==> src/rtl/uart_tx_pkg.sv <==
// Shared definitions for the uart_tx transmitter: FSM state encoding,
// datapath widths and the bit-period helper.
package uart_tx_pkg;

    localparam int unsigned DATA_W = 8;
    localparam int unsigned IDX_W  = 3;

    typedef enum logic [1:0] {
        START = 2'b00,
        DATA  = 2'b01,
        STOP  = 2'b10,
        IDLE  = 2'b11
    } state_t;

    // Clocks per line bit, truncated.
    function automatic int unsigned calc_div(input int unsigned f, input int unsigned baud);
        return f / baud;
    endfunction

endpackage

==> src/rtl/uart_tx_baud_gen.sv <==
// Baud tick generator: one-clock tick every DIV = F/BAUD clocks.
// Ports: clk (system clock), rst (async active-low reset), tick (bit-period pulse).
module uart_tx_baud_gen #(
    parameter int unsigned BAUD = 115200,
    parameter int unsigned F    = 50000000
) (
    input  logic clk,
    input  logic rst,
    output logic tick
);
    import uart_tx_pkg::*;

    localparam int unsigned DIV  = calc_div(F, BAUD);
    localparam int unsigned CW   = (DIV < 2) ? 1 : $clog2(DIV);
    localparam int unsigned LAST = (DIV < 2) ? 0 : DIV - 1;

    if (DIV < 2) begin : g_bad_div
        $error("uart_tx_baud_gen: F/BAUD must be at least 2");
    end

    logic [CW-1:0] cnt;
    logic [CW-1:0] cnt_next;

    // Counter wraps to 0 after reaching LAST.
    always_comb begin
        cnt_next = cnt + CW'(1);
        if (cnt == CW'(LAST)) begin
            cnt_next = '0;
        end
    end

    // tick is high exactly while the counter holds LAST, but comes from a flop.
    always_ff @(posedge clk or negedge rst) begin
        if (!rst) begin
            cnt  <= '0;
            tick <= 1'b0;
        end else begin
            cnt  <= cnt_next;
            tick <= (cnt_next == CW'(LAST));
        end
    end

endmodule

==> src/rtl/uart_tx.sv <==
// Free-running 8N1 UART transmitter: idle bit, start bit, 8 data bits LSB
// first, stop bit, repeated back-to-back. data is latched at each frame start.
// Ports: clk (system clock), rst (async active-low reset),
//        data (byte for the next frame), tx (registered serial line, idle 1).
module uart_tx #(
    parameter int unsigned BAUD = 115200,
    parameter int unsigned F    = 50000000
) (
    input  logic       clk,
    input  logic       rst,
    input  logic [7:0] data,
    output logic       tx
);
    import uart_tx_pkg::*;

    logic              tick;
    state_t            state;
    logic [DATA_W-1:0] shreg;
    logic [IDX_W-1:0]  idx;

    uart_tx_baud_gen #(
        .BAUD (BAUD),
        .F    (F)
    ) u_baud_gen (
        .clk  (clk),
        .rst  (rst),
        .tick (tick)
    );

    // Frame sequencer; tx is loaded with the level of the state being entered.
    always_ff @(posedge clk or negedge rst) begin
        if (!rst) begin
            state <= IDLE;
            tx    <= 1'b1;
            shreg <= '0;
            idx   <= '0;
        end else if (tick) begin
            case (state)
                IDLE: begin
                    state <= START;
                    shreg <= data;
                    idx   <= '0;
                    tx    <= 1'b0;
                end
                START: begin
                    state <= DATA;
                    idx   <= '0;
                    tx    <= shreg[0];
                end
                DATA: begin
                    if (idx == IDX_W'(7)) begin
                        state <= STOP;
                        tx    <= 1'b1;
                    end else begin
                        idx <= idx + IDX_W'(1);
                        tx  <= shreg[idx + IDX_W'(1)];
                    end
                end
                default: begin
                    state <= IDLE;
                    tx    <= 1'b1;
                end
            endcase
        end
    end

endmodule

==> config.mk <==
export PLATFORM = sky130hd
export DESIGN_NAME = uart_tx
export DESIGN_NICKNAME = d
export VERILOG_FILES = /design/src/rtl/uart_tx_pkg.sv /design/src/rtl/uart_tx_baud_gen.sv /design/src/rtl/uart_tx.sv
export SDC_FILE = /design/constraint.sdc
export NUM_CORES = 1
export LEC_CHECK = 0
export CAP_MARGIN = 5
export CORE_ASPECT_RATIO = 1.4
export CORE_MARGIN = 2
export CORE_UTILIZATION = 26
export CTS_CLUSTER_SIZE = 40
export DETAILED_ROUTE_END_ITERATION = 6
export PLACE_DENSITY = 0.5
export SKIP_CTS_REPAIR_TIMING = 1
export SLEW_MARGIN = 0
export SYNTH_ARGS = -nofsm -noshare
export SYNTH_HDL_FRONTEND = slang
export SYNTH_SLANG_ARGS = --single-unit
==> constraint.sdc <==
create_clock -name clk -period 1.7 [get_ports clk]
set_input_delay 0.34 -clock clk [delete_from_list [all_inputs] [get_ports clk]]
set_output_delay 0.34 -clock clk [all_outputs]
set_load 0.005 [all_outputs]
* Word level (Yosys, flattened, before mapping)
Index checks and enable logic that the tools add are counted.
Word-level totals: word-level logic and storage cells 31, input bits 10, flip-flop bits (word level) 24
Cells by class: equal/unequal tests 7, $add $sub $neg 2, order comparisons 1, multiplexer cells 9, reductions and logical operators 6
Operators by type and width (number):
- $eq A9 B9 Y1 const B | 2
- $add A9 B1 Y9 const B | 1
- $mux W9 | 1
- $pmux W2 S3 | 1
- $pmux W3 S2 | 1
- $lt A3 B4 Y1 const B | 1
- $ne A2 B2 Y1 const B | 2
- $reduce_and A2 Y1 | 2
- $add A3 B1 Y3 const B | 1
- $bmux W1 S3 | 1
- $eq A3 B3 Y1 const B | 1
- $mux W3 | 1
- $pmux W1 S3 | 1
- $reduce_and A3 Y1 | 1
- $eq A2 B1 Y1 const B | 1
- $eq A2 B2 Y1 const B | 1
- $logic_not A2 Y1 | 1
- $mux W1 | 2
- $mux W2 | 1
- $reduce_bool A2 Y1 | 1
- $reduce_or A2 Y1 | 1

* Longest topological paths before layout
word-level depth 5, depth in mapped cells 6, depth with buffers taken out 6

* Hierarchy
From an unflattened synthesis, not the netlist that was laid out.
Unflattened totals: cell total of the unflattened synthesis 102, area total of the unflattened synthesis 1258.7 µm²
By module, submodules not included:
- uart_tx | cells an instance 55, instances 1, area each 726.9 µm², seq. area each 354.1 µm²
- uart_tx_baud_gen | cells an instance 47, instances 1, area each 531.8 µm², seq. area each 250.2 µm²

* Worst setup path after synthesis
OpenSTA, ideal clock, no wires.
path kind register -> register, from register idx[0], to register tx, path slack -0.085 ns, cell stages (with the launch flop) 6, clock period less this slack 1.785 ns, library setup time 0.092 ns, arrival time 1.693 ns, cells stage by stage dfrtp_1 > ha_1 > mux4_2 > mux2_2 > o21ai_1 > a31oi_1
On the way: word-level cells in the longest chain between the ends 5, elaborated cells between the ends (all ways) 6
RTL lines:
- from (decl) | line uart_tx.sv:19 | logic [IDX_W-1:0] idx;
- from (signal assigned) | line uart_tx.sv:55 | idx <= idx + IDX_W'(1);
- $add A3 B1 Y3 | line uart_tx.sv:56 | tx <= shreg[idx + IDX_W'(1)];
- $bmux W1 S3 | line uart_tx.sv:56
- $mux W1 (implied by the code) | line uart_tx.sv:56
- $mux W1 * | line uart_tx.sv:51 | if (idx == IDX_W'(7)) begin
- $pmux W1 S3 * | line uart_tx.sv:38 | case (state)
- to (signal assigned) | line uart_tx.sv:48 | tx <= shreg[0];
- to (signal assigned) | line uart_tx.sv:56
- to (decl) | line uart_tx.sv:12 | output logic tx
Mark *: on every way between the ends. The rest lies on a longest branch, timed or not. The select of a mux whose other input is x is not followed. A chain may end at the register's enable or synchronous reset.

* Worst setup path in the final report
from register idx[1], to register tx
The elaborated chain is that of the path after synthesis.

==> results.json <==
{
  "worstSetupEndpointType": "flip-flop",
  "routed_via_density": 4.53,
  "grt_max_degree": 25,
  "fp.dieW_um": 61.8,
  "clk_latency_ns": 0.25,
  "postRouteAntennaNets": 0,
  "synth_enable_flop_cells": 0,
  "clock_skew_ns": 0.00206,
  "grt_pass1_wl_um": 4030,
  "wirelength_um": 2250,
  "ctsLongestPathBuffers": 2,
  "die_area_um2": 5240,
  "dr.pass1.iters": 4,
  "fin_util_pct": 33.7,
  "clockRootBuffer": "clkbuf_8",
  "fp-row-count": 29,
  "synth_flop_cell": "dfrtp_1",
  "slew_violations": 0,
  "start_util_pct": 27.0,
  "violations": "setup timing",
  "syn_inst": 108,
  "timing.final.crit_share_pct": 104,
  "r2r-start": "idx[1]",
  "fin_ws_ns": -0.0740,
  "rsz0062_at_grt": "true",
  "route.detailed.drc": 0,
  "worstHoldPathType": "in2async",
  "status": "finished, violations left",
  "worstRegToRegCells": 5,
  "worstPathArrival_ns": 1.95,
  "max_stage_delay_ns": 0.49,
  "fmax_ghz": 0.564,
  "io_pins": 11,
  "path_cells": "ha_4, mux4_2, mux2_4, o21ai_2, a31oi_1",
  "p_total_uw": 958,
  "dpl_cell_area_um2": 1450,
  "vdd_drop_max_mv": 0.277,
  "path_clk_slew_ns": 0.08,
  "final_cell_area_um2": 1520,
  "port-buffer-count": 10,
  "nets": 146,
  "syn_nets": 126,
  "power_leakage_nw": 0.599,
  "cp-startpoint": "idx[1]",
  "dp_hpwl_um": 1810,
  "routedWlPerCell_um": 11.9,
  "via_count": 857,
  "track_usage_pct": 9.77,
  "antennaDiodeCount": 0,
  "tns_ns": -0.0740,
  "hold_viol": 0,
  "synthArstFlopShare_pct": 100,
  "grt_antenna_before_repair": 0,
  "drive_above_1_share_pct": 23.6,
  "coreArea_um2": 4500,
  "netlist_area_um2": 1210,
  "avgSynthCellArea_um2": 11.2,
  "cts_tree": "built",
  "ys_warn_count": 0,
  "crit_fanout": 3,
  "path_class": "reg2reg",
  "startpoint_type": "flip-flop",
  "ys_seq_elements": 24,
  "timing.rr.end": "tx",
  "place_congestion": 0.836,
  "tightest_slew_ns": 0.382,
  "grt-ovfl-total": 0,
  "htreeDepth": 1,
  "slew_headroom_pct": 74.2,
  "die_y_um": 84.9,
  "power_density_nw_per_um2": 632,
  "grt_pass1_vias": 944,
  "synth_cell_types": 27,
  "setup_viol_count_final": 1,
  "cts_buffers": 3,
  "slowest_stage": "mux4_2",
  "syn_to_final_growth_pct": 24.7,
  "maxCapViolCount": 0,
  "worstPathRequired_ns": 1.87,
  "finalCriticalPeriod_ns": 1.77,
  "seq_area_frac_synth_pct": 49.7,
  "ff2ff_setup_slack_ns": -0.07,
  "drt_iter0_markers": 22,
  "clock-sinks": 24
}
-- through the flow --
stage | setup slack, ns | hold WS [ns] | cells
2_1_floorplan | -0.0322 | 0.0444 | 108
3_3_place_gp | -0.0318 | 0.481 | 185
3_5_place_dp | -0.0814 | 0.478 | 185
4_1_cts | -0.0878 | 0.438 | 189
5_1_grt | -0.172 | 0.460 | 189
6_report | -0.0740 | 0.436 | 189
-- critical path: cells and delay by family, from the launching register on --
kind | cells | cell delay (ns)
multiplexers | 2 | 0.77
flip-flops | 1 | 0.42
AO/OA/AOI/OAI | 2 | 0.20
adder cells (fa/ha/maj) | 1 | 0.30
-- cell families after synthesis --
group | after synthesis | share of synthesized area (%)
AOI/OAI and AO/OA | 20 | 9.47
xor gates and xnor gates | 4 | 2.88
adders and majority gates | 8 | 8.24
buffers and inverters | 8 | 2.47
DFF | 24 | 49.7
muxes | 11 | 12.0
and+or+nand+nor | 33 | 15.1
-- state kept, by name, indices dropped and copies added, names as in the netlist --
register	flops
idx	3
u_baud_gen.cnt	9
state	2
tx	1
u_baud_gen.tick	1
shreg	8
-- cell usage after synthesis, types with 2 or more instances --
cell type  instances  share of area (%)
a311o_1            2                1.6
nand4_1            2                1.0
ha_1               8                8.2
mux4_2             2                3.7
o21ai_0            8                3.3
nor3_1             2               0.82
mux2_2             9                8.3
xnor2_1            3                2.2
nand3_1            3                1.2
a21oi_1            7                2.9
dfstp_2            3                6.5
and4bb_1           2                2.1
nand2_1            8                2.5
nor2_1             9                2.8
dfrtp_1           21                 43
inv_1              6                1.9
nor3b_1            2                1.2
clkbuf_1           2               0.62
-- worst max path at each step --
stage,endpoint,slack (ns),cells after the start
2_1_floorplan,tx,-0.03,5
3_3_place_gp,tx,-0.03,5
4_1_cts,tx,-0.09,6
6_report,tx,-0.07,5
5_1_grt,tx,-0.17,5
3_5_place_dp,tx,-0.08,6
-- layout make-up --
class | count | area (um^2)
fill | 487 | 2980
multi-input combinational | 76 | 613
sequential | 24 | 604
timing repair buffer | 17 | 153
tap | 62 | 77.6
clock buffer | 4 | 45.0
inverter | 6 | 22.5
-- where the power goes --
group,switching (mW),leakage [nW],internal (mW)
Sequential,0.00542,0.291,0.580
Combinational,0.0171,0.285,0.0312
Clock,0.157,0.0228,0.167
Total,0.180,0.599,0.778
-- per-layer routing --
| layer | routed length (um) | GRT usage [%] |
|---|---|---|
| met4 | 0 | 1.74 |
| met5 | 0 | 0 |
| met1 | 902 | 11.8 |
| met2 | 1290 | 17.9 |
| met3 | 61 | 1.37 |
-- cell usage in the layout (no fill, tap or decap) --
cell and instances:
xor2_1 1, clkbuf_8 3, nand3_1 3, nand3_2 1
mux4_2 2, o21ai_0 8, nor3_1 2, xnor2_1 3
nand2_1 8, o21ai_2 1, a31oi_1 1, o2bb2ai_1 1
nor4_1 1, a311o_1 2, buf_4 7, nor2_1 9
inv_1 6, and4bb_1 1, dfrtp_1 21, ha_4 2
nor3b_1 2, a21oi_1 7, and2b_1 1, mux2_4 1
clkbuf_1 1, ha_1 6, mux2_2 8, dfstp_2 3
nand2b_1 1, clkdlybuf4s50_1 10, nand4_1 2, and4bb_2 2
Note: power is estimated with default switching activity, not from simulation.
